## config.mk

```make
export PLATFORM = sky130hd
export DESIGN_NAME = raw10_pixel_unpacker
export DESIGN_NICKNAME = d
export VERILOG_FILES = /design/src/rtl/raw10_pixel_unpacker.sv
export SDC_FILE = /design/constraint.sdc
export NUM_CORES = 1
export LEC_CHECK = 0
export ABC_AREA = 1
export CAP_MARGIN = 20
export CORE_MARGIN = 1.5
export CORE_UTILIZATION = 55
export CTS_CLUSTER_SIZE = 10
export DETAILED_ROUTE_END_ITERATION = 8
export PLACE_DENSITY = 0.88
export SKIP_LAST_GASP = 1
export SLEW_MARGIN = 30
export SYNTH_ARGS = -nofsm -noshare
export SYNTH_HDL_FRONTEND = slang
export SYNTH_SLANG_ARGS = --single-unit
```

## constraint.sdc

```tcl
create_clock -name clock_p -period 6.8 [get_ports clock_p]
set_clock_uncertainty 0.2 [all_clocks]
set_input_delay 1.36 -clock clock_p [delete_from_list [all_inputs] [get_ports clock_p]]
set_output_delay 1.36 -clock clock_p [all_outputs]
set_load 0.005 [all_outputs]
```

## src/rtl/raw10_pixel_unpacker.sv

```systemverilog
// raw10_pixel_unpacker
// Unpacks CSI-2 RAW10 long-packet payload words (4 pixels per 5 bytes) into
// 4-pixel, 10-bit groups tagged with x/y coordinates.
// Optional build macro RAW8_PASSTHROUGH_EN: RAW8 (0x2A) words are also accepted
// and each one emits a group directly with the 2 LSBs of every pixel zeroed.

module raw10_pixel_unpacker #(
  parameter int LINE_WIDTH_BITS   = 16,
  parameter int FRAME_HEIGHT_BITS = 16
) (
  input  logic                         clock_p,
  input  logic                         reset_n,
  input  logic [31:0]                  in_data,
  input  logic                         in_valid,
  input  logic [5:0]                   in_data_type,
  input  logic                         frame_start,
  input  logic                         line_start,
  input  logic                         line_end,
  output logic [39:0]                  pixel_data,
  output logic                         pixel_valid,
  output logic [LINE_WIDTH_BITS-1:0]   x_coord,
  output logic [FRAME_HEIGHT_BITS-1:0] y_coord,
  output logic                         line_error
);

  localparam logic [5:0]                   DT_RAW10 = 6'h2B;
  localparam logic [LINE_WIDTH_BITS-1:0]   X_STEP   = LINE_WIDTH_BITS'(4);
  localparam logic [FRAME_HEIGHT_BITS-1:0] Y_ONE    = FRAME_HEIGHT_BITS'(1);
  localparam logic [FRAME_HEIGHT_BITS-1:0] Y_MAX    = {FRAME_HEIGHT_BITS{1'b1}};

`ifdef RAW8_PASSTHROUGH_EN
  localparam logic [5:0] DT_RAW8 = 6'h2A;

  // RAW8 word to a group: each byte becomes the upper 8 bits of a 10-bit pixel.
  function automatic logic [39:0] raw8_group(input logic [31:0] w);
    logic [39:0] r;
    r = 40'd0;
    for (int k = 0; k < 4; k++) begin
      r[10*k +: 10] = {w[8*k +: 8], 2'b00};
    end
    return r;
  endfunction
`endif

  // Five RAW10 bytes to a group: byte k holds the MSBs of pixel k, byte 4 the LSB pairs.
  function automatic logic [39:0] raw10_group(input logic [39:0] b);
    logic [39:0] r;
    r = 40'd0;
    for (int k = 0; k < 4; k++) begin
      r[10*k +: 10] = {b[8*k +: 8], b[32 + 2*k +: 2]};
    end
    return r;
  endfunction

  // State and registered outputs
  logic [63:0]                  buf_q, buf_d;
  logic [3:0]                   fill_q, fill_d;
  logic [LINE_WIDTH_BITS-1:0]   x_cnt_q, x_cnt_d;
  logic [LINE_WIDTH_BITS-1:0]   x_q, x_d;
  logic [FRAME_HEIGHT_BITS-1:0] y_q, y_d;
  logic [39:0]                  pix_q, pix_d;
  logic                         pv_q, pv_d;
  logic                         err_q, err_d;

  // Decode helpers
  logic        marker_s;
  logic        raw10_acc_s;
  logic        raw8_acc_s;
  logic [63:0] appended_s;
  logic [3:0]  app_fill_s;

  // Classify the incoming word; markers always take priority over data.
  always_comb begin
    marker_s    = frame_start | line_start | line_end;
    raw10_acc_s = in_valid && (in_data_type == DT_RAW10) && !marker_s;
`ifdef RAW8_PASSTHROUGH_EN
    raw8_acc_s  = in_valid && (in_data_type == DT_RAW8) && !marker_s;
`else
    raw8_acc_s  = 1'b0;
`endif
    // Bytes above fill are always zero, so OR-ing in the shifted word appends it.
    appended_s  = buf_q | ({32'd0, in_data} << {fill_q, 3'b000});
    app_fill_s  = fill_q + 4'd4;
  end

  // Next-state computation for the staging buffer, counters and outputs.
  always_comb begin
    buf_d   = buf_q;
    fill_d  = fill_q;
    x_cnt_d = x_cnt_q;
    x_d     = x_q;
    y_d     = y_q;
    pix_d   = pix_q;
    pv_d    = 1'b0;
    err_d   = 1'b0;
    if (marker_s) begin
      buf_d   = 64'd0;
      fill_d  = 4'd0;
      x_cnt_d = '0;
      x_d     = '0;
      // Only line markers report discarded bytes; frame_start drops them silently.
      if ((line_start || line_end) && (fill_q != 4'd0)) begin
        err_d = 1'b1;
      end else begin
        err_d = 1'b0;
      end
      if (frame_start) begin
        y_d = '0;
      end else if (line_end && (y_q != Y_MAX)) begin
        y_d = y_q + Y_ONE;
      end else begin
        y_d = y_q;
      end
    end else if (raw10_acc_s) begin
      if (app_fill_s >= 4'd5) begin
        pix_d   = raw10_group(appended_s[39:0]);
        pv_d    = 1'b1;
        x_d     = x_cnt_q;
        x_cnt_d = x_cnt_q + X_STEP;
        buf_d   = appended_s >> 7'd40;
        fill_d  = app_fill_s - 4'd5;
      end else begin
        buf_d   = appended_s;
        fill_d  = app_fill_s;
      end
    end else if (raw8_acc_s) begin
`ifdef RAW8_PASSTHROUGH_EN
      pix_d   = raw8_group(in_data);
`else
      pix_d   = pix_q;
`endif
      pv_d    = 1'b1;
      x_d     = x_cnt_q;
      x_cnt_d = x_cnt_q + X_STEP;
      buf_d   = 64'd0;
      fill_d  = 4'd0;
      err_d   = (fill_q != 4'd0);
    end else begin
      buf_d  = buf_q;
      fill_d = fill_q;
    end
  end

  // State register with asynchronous clear.
  always_ff @(posedge clock_p or negedge reset_n) begin
    if (!reset_n) begin
      buf_q   <= 64'd0;
      fill_q  <= 4'd0;
      x_cnt_q <= '0;
      x_q     <= '0;
      y_q     <= '0;
      pix_q   <= 40'd0;
      pv_q    <= 1'b0;
      err_q   <= 1'b0;
    end else begin
      buf_q   <= buf_d;
      fill_q  <= fill_d;
      x_cnt_q <= x_cnt_d;
      x_q     <= x_d;
      y_q     <= y_d;
      pix_q   <= pix_d;
      pv_q    <= pv_d;
      err_q   <= err_d;
    end
  end

  assign pixel_data  = pix_q;
  assign pixel_valid = pv_q;
  assign x_coord     = x_q;
  assign y_coord     = y_q;
  assign line_error  = err_q;

endmodule

```

# Word-level counts from Yosys, hierarchy flattened
# Cells that the tools add are included.
[totals]
reg_bits = 158
input_bits = 44
out_inout_bits = 74
[classes]
mux = 19
reduce_logical = 13
addsub = 4
n_eq_ne = 2
bitwise_logic = 4
order_cmp = 1
n_shift = 1
[op_table]
columns = ["cell", "count"]
rows = [
  ["$mux 64", 3],
  ["$mux 16", 8],
  ["$or 64x64->64", 1],
  ["$shl 32x7->64", 1],
  ["$add 16x1->16 const B", 1],
  ["$add 16x3->16 const B", 1],
  ["$ne 16x16->1 const B", 1],
  ["$mux 4", 3],
  ["$eq 6x6->1 const B", 1],
  ["$reduce_bool 2->1", 3],
  ["$mux 1", 5],
  ["$add 4x3->4 const B", 1],
  ["$ge 4x3->1 const B", 1],
  ["$logic_and 1x1->1", 4],
  ["$reduce_and 2->1", 2],
  ["$reduce_bool 4->1", 1],
  ["$sub 4x3->4 const B", 1],
  ["$reduce_and 3->1", 1],
  ["$or 1x1->1", 2],
  ["$logic_not 1->1", 1],
  ["$logic_or 1x1->1", 1],
  ["$not 1->1", 1],
]

# Longest topological paths before layout
# Gate-level depths: netlist of run 1.
[logic_depth]
ltp_word = 6
ltp_mapped = 13
depth_no_buf = 11

# Least setup slack after synthesis of run 1
# OpenSTA, ideal clock, no wires.
[synth_path]
kind = "input -> register"
start = "input port in_data_type[2]"
end = "register pix_q[21], in the netlist pixel_data[21]"
path_buffers = 1
arrival_ns = 2.315
setup_time_ns = 0.128
setup_slack_ns = 4.157
stages = 9
cell_sequence = "inv_1 -> nand2_1 -> nor2_2 -> nand2_2 -> nor2_4 -> nand2_2 -> buf_1 -> nand2_1 -> o21ai_0"
[synth_via]
elab_chain_cells = 4
[synth_rtl]
columns = ["element", "line_no", "rtl"]
rows = [
  ["start, declared", "15", "input logic [5:0] in_data_type,"],
  ["$eq 6x6->1", "75", "raw10_acc_s = in_valid && (in_data_type == DT_RAW10) && !marker_s;"],
  ["$logic_and 1x1->1 (2 in a row)", "75", ""],
  ["$reduce_and 3->1 (no source line)", "--", ""],
  ["end signal, assigned", "161", "pix_q <= pix_d;"],
  ["end, declared", "61", "logic [39:0] pix_q, pix_d;"],
]
# Every way passes these cells.
# A chain may end at the register's enable or synchronous reset.

# Worst setup path after layout of run 1
[layout_path]
start = "input port frame_start"
end = "register x_cnt_q[15]"
[layout_via]
elab_chain_cells = 6
word_cells_on_any_way = 8
[layout_rtl]
columns = ["element", "line_no", "rtl"]
rows = [
  ["start, declared", "16", "input logic frame_start,"],
  ["$or 1x1->1 * (2 in a row)", "74", "marker_s = frame_start | line_start | line_end;"],
  ["$logic_not 1->1", "75", ""],
  ["$logic_and 1x1->1", "75", ""],
  ["$reduce_bool 2->1 (no source line)", "--", ""],
  ["$reduce_and 2->1 (no source line)", "--", ""],
  ["end signal, assigned", "158", "x_cnt_q <= x_cnt_d;"],
  ["end, declared", "58", "logic [LINE_WIDTH_BITS-1:0] x_cnt_q, x_cnt_d;"],
]
# Every way passes the cells marked *; elsewhere a longest branch is shown, timed or not.

==> impl_metrics.py, run 1 <==
metrics = {
    "cts": {
        "numCtsBuffers": 17,
        "cts_resized": 0,
        "clk_latency_ns": 0.43,
        "cts_hold_repair.buffers": 0,
        "path_clk_slew_ns": 0.06,
        "cts_tree": "built",
        "clockRootBuffer": "clkbuf_16",
        "cts_setup_buffers": 0,
        "ctsLongestPathBuffers": 2,
        "clock-sinks": 154,
        "htreeDepth": 4,
    },
    "die": {
        "fp.dieH_um": 127.4,
        "start_util_pct": 56.19,
        "die_w_um": 127.4,
        "die_area_um2": 16230,
        "io_pins": 118,
        "fp-row-count": 45,
        "core_um2": 15150,
    },
    "synthesis": {
        "ys_warn_count": 0,
        "post-synth-top-count-cell": "nand2_1",
        "ys_top_cells_by_count": "nand2_1 (423), dfrtp_1 (154), inv_1 (128), nand3_1 (106), o21ai_0 (61)",
        "yosysTopAreaCell": "dfrtp_1",
        "yosys.area.top_type_share_pct": 45.28,
        "ys_types": 37,
        "synth-seq-cells": 154,
        "yosysSeqAreaShare_pct": 45.28,
        "synth_area_leaders": "dfrtp_1 (45%), nand2_1 (19%), nand3_1 (6.2%), inv_1 (5.6%), o21ai_0 (3.6%)",
        "synth_edf_count": 0,
        "ys.flop_type": "dfrtp_1",
        "syn_area_um2": 8511,
        "ys_async_sr_fraction_pct": 100.0,
        "synthCells": 1167,
        "avgSynthCellArea_um2": 7.293,
    },
    "sta": {
        "finalHoldViolCount": 0,
        "slew_headroom_pct": 33.43,
        "setup_viol_count_final": 0,
        "finalCritPeriodShare_pct": 64.90,
        "fmax_mhz": 226.6,
        "final.min_clock_period_ns": 4.414,
        "slew_violations": 0,
        "hold_ws_ns": 0.2720,
        "rsz0062_at_grt": "false",
        "worst_pin_slew_ns": 0.9975,
        "final.setup.tns_ns": 0,
    },
    "place": {
        "place_inst": 1422,
        "dpl.hpwl_um": 15190,
        "place_congestion": 0.9025,
        "io_buffers": 115,
    },
    "critical_path": {
        "r2r_cells": 9,
        "r2r_end": "x_cnt_q[15]$_DFFE_PN0P_",
        "crit_required_ns": 6.95,
        "worstSetupEndpointType": "register",
        "critPathArrivalTime_ns": 4.56,
        "crit_fanout": 50,
        "crit_end": "x_cnt_q[15]$_DFFE_PN0P_",
        "ff2ff_setup_slack_ns": 2.72,
        "crit_type": "input pin to register",
        "r2r-start": "fill_q[1]$_DFFE_PN0P_",
        "startpoint_type": "input pin",
        "crit_start": "frame_start",
    },
    "grt": {
        "grt_pass1_wl_um": 38210,
        "grt_max_degree": 96,
        "gr-total-overflow": 0,
        "gr-usage-all-layers_pct": 29.78,
        "grt_pass1_vias": 7833,
        "grt_antenna_before_repair": 0,
    },
    "route": {
        "totalWireLength_um": 23480,
        "final_antenna_net_count": 0,
        "first_pass_iters": 6,
        "via_per_inst": 5.753,
        "wl_per_cell_um": 16.14,
        "first_iter_violations": 997,
        "drc": 0,
        "num_vias": 8370,
    },
    "power": {
        "ir_drop_v": 0.0001778,
        "leakage_uw": 0.004966,
        "power_density_nw_per_um2": 199.1,
    },
    "min_path": {
        "hold_class": "register to register",
    },
    "cells_and_area": {
        "nNetsFinal": 1304,
        "fill_cells": 1206,
        "area_growth_pct": 21.11,
        "fin_cells": 1455,
        "drive_gt1_share_pct": 5.288,
        "diodes": 0,
    },
    "status": {
        "status": "complete, no violations",
    },
    "job": {
        "maxCapViolCount": 0,
    },
}
worst min-delay path by stage:
stage / endpoint / slack, ns / cells after the start / from
floorplan: buf_q[0]$_DFFE_PN0P_ / 0.24 / 2 / buf_q[0]$_DFFE_PN0P_
CTS: pixel_data[13]$_DFFE_PN0P_ / 0.28 / 2 / pixel_data[13]$_DFFE_PN0P_
finish: buf_q[2]$_DFFE_PN0P_ / 0.27 / 2 / buf_q[2]$_DFFE_PN0P_
detailed placement: buf_q[5]$_DFFE_PN0P_ / 0.26 / 2 / buf_q[5]$_DFFE_PN0P_
global placement: buf_q[6]$_DFFE_PN0P_ / 0.26 / 2 / buf_q[6]$_DFFE_PN0P_
global route: buf_q[52]$_DFFE_PN0P_ / 0.30 / 2 / buf_q[52]$_DFFE_PN0P_
per-layer routing:
layer | wire length [um] | global-route usage (%)
met1 | 9595 | 39.03
met4 | 903 | 14.64
met3 | 2053 | 5.235
met2 | 10930 | 48.01
met5 | 0 | 0
layout by cell type (no fill, tap or decap), drive strengths merged:
master | Yosys | routed
o21ai | 108 | 108
o22ai | 2 | 2
nand2 | 429 | 429
bufinv | 0 | 4
conb | 1 | 2
nand3 | 107 | 107
dfrtp | 154 | 154
or2 | 1 | 1
a31o | 1 | 1
o31ai | 1 | 1
xnor2 | 1 | 1
buf | 39 | 4
a22oi | 1 | 1
a21oi | 41 | 41
o211ai | 17 | 17
clkinv | 1 | 7
clkbuf | 12 | 18
clkinvlp | 0 | 2
clkdlybuf4s50 | 0 | 114
o21bai | 22 | 22
inv | 133 | 135
xor2 | 7 | 7
nand3b | 2 | 2
ha | 6 | 6
nor2 | 54 | 54
o21a | 2 | 2
nor3 | 2 | 2
nand4 | 23 | 23
worst max-delay path, stage by stage:
cell and delay (ns):
clkdlybuf4s50_1 0.52, nor3_4 0.58, nand2_2 0.59, nand2_2 0.91
inv_2 0.33, o21ai_0 0.25
report_power, final:
group	internal [uW]	total [uW]	switching, uW
combinational	41.9	119	76.9
clock	615	1010	397
sequential	918	921	2.28
total	1580	2050	476
cells by family (layout without fill, tap and decap cells):
family                     Yosys count  count (layout)  synth area share, %
AOI/OAI and AO/OA                  195             195                12.94
buffers and inverters              185             284                9.306
xor gates and xnor gates             8               8               0.8233
other                                1               2              0.04406
adders and majority gates            6               6               0.8821
and+or+nand+nor                    618             618                30.73
DFF                                154             154                45.28
final cells by class:
class	count	area, um2	area share, %
multi-input cells	829	3874	37.58
flip-flops and latches	154	3857	37.42
repair buffers	118	1215	11.79
inverters	134	503.0	4.880
clock buffers	18	429.2	4.164
well taps	188	235.2	2.282
clock inverters	14	193.9	1.882
per-stage QoR:
stage          util (%)  cell area [um2]  power, uW  setup WS, ns
2_1_floorplan         -             8514      990.0         4.157
3_3_place_gp      63.54             9624       1051         2.049
3_5_place_dp      63.74             9654       1053         1.987
4_1_cts           67.86            10280       2050         2.410
5_1_grt           68.05            10310       2110         2.183
6_report          68.05            10310       2052         2.386
sequential cells by signal, indices dropped and copies added, names as in the netlist:
name,cells
x_cnt_q,14
pixel_valid,1
buf_q,64
y_coord,16
pixel_data,40
line_error,1
x_coord,14
fill_q,4
(Power assumes the default switching activity.)
==> inputs of run 2 (changes only) <==
==> constraint.sdc (replaced) <==
create_clock -name clock_p -period 4.2 [get_ports clock_p]
set_clock_uncertainty 0.2 [all_clocks]
set_input_delay 0.84 -clock clock_p [delete_from_list [all_inputs] [get_ports clock_p]]
set_output_delay 0.84 -clock clock_p [all_outputs]
set_load 0.005 [all_outputs]
==> run 2 against run 1 <==
Sequential share of layout area decreased by 0.12 points. Highest routed layer unchanged. Sequential power increased by 62%. Clock-buffer cell count increased by 2. Die area unchanged. Clock power increased by 52%. Critical path type is now register to register. First-iteration DRC count increased by 6.5%. Setup slack got worse by 1.5 ns.
==> impl_metrics.py, run 2 (synthesis results as in run 1) <==
metrics = {
    "status": {
        "status": "complete, no violations",
    },
    "die": {
        "core_um2": 15150,
        "start_util_pct": 56.19,
        "fp-row-count": 45,
        "die_w_um": 127.4,
        "die_area_um2": 16230,
        "fp.dieH_um": 127.4,
        "io_pins": 118,
    },
    "sta": {
        "rsz0062_at_grt": "false",
        "finalHoldViolCount": 0,
        "final.setup.tns_ns": 0,
        "finalCritPeriodShare_pct": 79.02,
        "setup_viol_count_final": 0,
        "slew_violations": 0,
        "fmax_mhz": 301.3,
        "slew_headroom_pct": 37.50,
        "final.min_clock_period_ns": 3.319,
        "timing.final.ws_setup_ns": 0.8810,
        "worst_pin_slew_ns": 0.9375,
    },
    "cells_and_area": {
        "final_cell_mix": "nand2_1 (423), dfrtp_1 (153), inv_1 (128)",
        "nNetsFinal": 1315,
        "top_register": "buf_q",
        "diodes": 0,
        "drive_gt1_share_pct": 5.869,
        "area_growth_pct": 21.43,
        "final_area_um2": 10330,
        "final_common_cell": "nand2_1",
        "largest_reg_flops": 64,
    },
    "min_path": {
        "hold_class": "input pin to async pin",
    },
    "job": {
        "maxCapViolCount": 0,
    },
    "place": {
        "dpl.hpwl_um": 15890,
        "dpl_cell_area_um2": 9744,
        "io_buffers": 115,
        "place_congestion": 0.9221,
        "pre_cts_ws_ns": 0.8989,
    },
    "cts": {
        "clock-sinks": 154,
        "cts_resized": 0,
        "htreeDepth": 4,
        "path_clk_slew_ns": 0.07,
        "cts_tree": "built",
        "numCtsBuffers": 17,
        "cts_hold_repair.buffers": 0,
        "clockRootBuffer": "clkbuf_16",
        "cts_setup_buffers": 0,
        "clk_latency_ns": 0.43,
        "ctsLongestPathBuffers": 2,
    },
    "grt": {
        "gr-usage-all-layers_pct": 30.90,
        "grt_antenna_before_repair": 0,
        "gr-total-overflow": 0,
        "grt_max_degree": 84,
        "grt_pass1_vias": 8042,
        "grt_pass1_wl_um": 39590,
    },
    "route": {
        "first_pass_iters": 6,
        "drc": 0,
        "first_iter_violations": 1062,
        "via_per_inst": 5.716,
        "final_antenna_net_count": 0,
        "totalWireLength_um": 23610,
        "wl_per_cell_um": 16.10,
        "num_vias": 8379,
    },
    "critical_path": {
        "crit_buf_inv": 2,
        "r2r_cells": 7,
        "startpoint_type": "register",
        "crit_start": "fill_q[2]$_DFFE_PN0P_",
        "crit_fanout": 23,
        "critPathMaxStageDelay_ns": 0.89,
        "crit_type": "register to register",
        "crit_required_ns": 4.33,
        "critPathArrivalTime_ns": 3.45,
        "ff2ff_setup_slack_ns": 0.88,
        "r2r-start": "fill_q[2]$_DFFE_PN0P_",
        "r2r_end": "x_cnt_q[8]$_DFFE_PN0P_",
        "crit_slowest_cell": "dfrtp_1",
        "path_delay_family": "flip-flops",
        "worstPathCellList": "inv_1, ha_1, a21oi_4, nand2_1, nand2_2, inv_2, o21ai_0",
        "worstSetupEndpointType": "register",
    },
    "power": {
        "power_density_nw_per_um2": 312.1,
        "ir_drop_v": 0.0002953,
        "leakage_uw": 0.004992,
    },
}
## run 2: power breakdown
group | internal [uW] | total [uW] | switching [uW]
Sequential | 1490 | 1490 | 3.72
Clock | 897 | 1540 | 642
Combinational | 69.7 | 196 | 127
Total | 2450 | 3230 | 772
## run 2: routing by layer
| metal | up-vias | track usage, % | wire [um] |
|---|---|---|---|
| met5 | - | 0 | 0 |
| met1 | 3862 | 41.17 | 9455 |
| met3 | 72 | 6.491 | 2386 |
| li1 | 3941 | - | - |
| met2 | 504 | 48.74 | 10900 |
| met4 | 0 | 14.24 | 865 |
## run 2: worst max-delay path by stage
| stage | cells after the start | end | slack (ns) |
|---|---|---|---|
| 5_1_grt | 7 | x_cnt_q[7]$_DFFE_PN0P_ | 0.69 |
| 4_1_cts | 7 | x_cnt_q[7]$_DFFE_PN0P_ | 0.96 |
| 3_3_place_gp | 8 | buf_q[8]$_DFFE_PN0P_ | 0.98 |
| 3_5_place_dp | 6 | x_coord[12]$_DFFE_PN0P_ | 0.90 |
| 2_1_floorplan | 9 | fill_q[3]$_DFFE_PN0P_ | 1.95 |
| 6_report | 7 | x_cnt_q[8]$_DFFE_PN0P_ | 0.88 |
## run 2: through the flow
step | std cells | hold WS [ns] | utilization, % | total power [uW]
floorplan | 1168 | 0.2431 | - | 1603
global placement | 1434 | 0.2562 | 64.34 | 1709
detailed placement | 1434 | 0.2595 | 64.34 | 1712
CTS | 1466 | 0.2761 | 68.24 | 3233
global route | 1466 | 0.2945 | 68.24 | 3326
finish | 1466 | 0.2470 | 68.24 | 3226
## run 2: layout make-up
type | instances | area, um2
flip-flops and latches | 154 | 3855
fillers | 1210 | 4811
inverters | 134 | 503.0
repair buffers | 129 | 1282
well taps | 188 | 235.2
multi-input cells | 829 | 3869
clock inverters | 12 | 143.9
clock buffers | 20 | 446.7
==> inputs of run 3 (changes only) <==
--- a/config.mk
+++ b/config.mk
@@ -8,10 +8,10 @@
 export ABC_AREA = 1
 export CAP_MARGIN = 20
 export CORE_MARGIN = 1.5
-export CORE_UTILIZATION = 55
+export CORE_UTILIZATION = 50
 export CTS_CLUSTER_SIZE = 10
 export DETAILED_ROUTE_END_ITERATION = 8
-export PLACE_DENSITY = 0.88
+export PLACE_DENSITY = 0.85
 export SKIP_LAST_GASP = 1
 export SLEW_MARGIN = 30
 export SYNTH_ARGS = -nofsm -noshare
==> constraint.sdc (replaced) <==
create_clock -name clock_p -period 2.94 [get_ports clock_p]
set_clock_uncertainty 0.2 [all_clocks]
set_input_delay 0.588 -clock clock_p [delete_from_list [all_inputs] [get_ports clock_p]]
set_output_delay 0.588 -clock clock_p [all_outputs]
set_load 0.005 [all_outputs]
==> run 3 against run 2 <==
Non-clock buffer count is 15 higher. First-iteration DRC count is 16% lower. Routed wire length is 1.3% higher. Largest power group unchanged. Setup slack worse by 0.42 ns. Die area is 9.8% higher. Highest routed layer unchanged. Flip-flop and latch count stayed put. Largest cell class unchanged.
==> impl_metrics.py, run 3 (synthesis results as in run 1) <==
metrics = {
    "cells_and_area": {
        "final_common_cell": "nand2_1",
        "largest_reg_flops": 64,
        "final_area_um2": 10530,
        "fill_cells": 1464,
        "top_register": "buf_q",
        "diodes": 0,
        "area_growth_pct": 23.71,
        "drive_gt1_share_pct": 6.961,
        "multi_input_area_um2": 3869,
        "nNetsFinal": 1330,
        "seq_area_um2": 3855,
        "utilization_pct": 63.49,
        "fin_cells": 1513,
        "final_cell_mix": "nand2_1 (423), dfrtp_1 (153), inv_1 (128)",
    },
    "sta": {
        "final.min_clock_period_ns": 2.484,
        "finalHoldViolCount": 0,
        "finalCritPeriodShare_pct": 84.48,
        "hold_ws_ns": 0.2723,
        "worst_pin_slew_ns": 0.8552,
        "slew_headroom_pct": 42.77,
        "slew_violations": 0,
        "setup_viol_count_final": 0,
        "rsz0062_at_grt": "false",
        "fmax_mhz": 402.6,
        "final.setup.tns_ns": 0,
    },
    "critical_path": {
        "crit_fanout": 27,
        "crit_required_ns": 3.08,
        "startpoint_type": "register",
        "worstSetupEndpointType": "register",
        "critPathArrivalTime_ns": 2.63,
        "crit_type": "register to register",
    },
    "place": {
        "place_congestion": 0.9056,
        "dpl.hpwl_um": 16380,
        "dpl_cell_area_um2": 9915,
        "io_buffers": 115,
        "place_inst": 1480,
    },
    "die": {
        "io_pins": 118,
        "die_w_um": 133.5,
        "fp-row-count": 47,
        "die_area_um2": 17810,
        "fp.dieH_um": 133.5,
        "core_um2": 16580,
        "start_util_pct": 51.32,
    },
    "cts": {
        "numCtsBuffers": 17,
        "clockRootBuffer": "clkbuf_16",
        "ctsLongestPathBuffers": 2,
        "htreeDepth": 4,
        "cts_setup_buffers": 0,
        "clk_latency_ns": 0.43,
        "path_clk_slew_ns": 0.06,
        "cts_tree": "built",
        "clock-sinks": 154,
    },
    "grt": {
        "grt_pass1_wl_um": 40090,
        "grt_max_degree": 71,
        "gr-usage-all-layers_pct": 28.52,
        "gr-total-overflow": 0,
        "grt_antenna_before_repair": 0,
        "grt_pass1_vias": 8179,
    },
    "route": {
        "totalWireLength_um": 23920,
        "first_iter_violations": 893,
        "drc": 0,
        "via_per_inst": 5.529,
        "final_antenna_net_count": 0,
        "wl_per_cell_um": 15.81,
        "num_vias": 8366,
        "first_pass_iters": 6,
    },
    "power": {
        "p_sw_uw": 1092,
        "clkPwrFrac_pct": 48.4,
        "power_density_nw_per_um2": 445.9,
        "internal-power_uw": 3603,
        "seqPwrFrac_pct": 45.4,
        "leakage_uw": 0.005077,
        "p_sw_share_pct": 23.25,
        "combPwrFrac_pct": 6.2,
        "ir_drop_v": 0.0004761,
    },
    "job": {
        "maxCapViolCount": 0,
    },
    "min_path": {
        "hold_class": "register to register",
    },
    "status": {
        "status": "complete, no violations",
    },
}
[run 3: timing repair]
item                       CTS  global route
setup endpoints to repair    0             0
hold buffers                 1             0
hold endpoints to repair    63             0
resized for setup            0             0
[run 3: per-layer routing]
layer	up-vias	global-route usage [%]	wire (um)
li1	3969	-	-
met1	3896	36.66	9606
met2	427	46.75	11350
met3	74	5.213	2035
met4	0	13.71	924
met5	-	0	0
[run 3: path summary, 6_finish.rpt]
path	start	end	slack [ns]	depth (start not counted)
max	fill_q[1]$_DFFE_PN0P_	buf_q[33]$_DFFE_PN0P_	0.46	7
min	pixel_data[13]$_DFFE_PN0P_	pixel_data[13]$_DFFE_PN0P_	0.27	2
max reg2reg	fill_q[1]$_DFFE_PN0P_	buf_q[33]$_DFFE_PN0P_	0.46	7
min reg2reg	pixel_data[13]$_DFFE_PN0P_	pixel_data[13]$_DFFE_PN0P_	0.27	2
max in group asynchronous	reset_n	x_cnt_q[11]$_DFFE_PN0P_	1.28	3
min in group asynchronous	reset_n	y_coord[4]$_DFFE_PN0P_	0.51	2
[run 3: final cells by class]
class                      count  area share [%]
multi-input combinational    829           36.74
sequential                   154           36.61
timing repair buffer         144           13.51
inverter                     134           4.777
clock buffer                  20           4.338
tap                          220           2.614
clock inverter                12           1.402
[run 3: worst max-delay path: stages, from the launching register on]
cell     delay [ns]
dfrtp_1        0.60
inv_2          0.09
buf_4          0.25
nor2_1         0.69
nand2_1        0.12
nand3_1        0.16
nand3_1        0.10
a21oi_1        0.18
[run 3: through the flow]
step | total power, uW | setup slack, ns
after floorplan | 2290 | 0.6876
after global placement | 2451 | 0.1609
after detailed placement | 2455 | 0.09361
after CTS | 4719 | 0.5343
after global routing | 4850 | 0.3594
final | 4695 | 0.4563
[run 3: power groups by stage]
stage | Sequential (uW) | Combinational [uW] | Clock [uW]
6_report | 2130 | 292 | 2270
5_1_grt | 2130 | 321 | 2400
4_1_cts | 2130 | 290 | 2300
3_5_place_dp | 2170 | 286 | 0
3_3_place_gp | 2170 | 282 | 0
2_1_floorplan | 2170 | 121 | 0
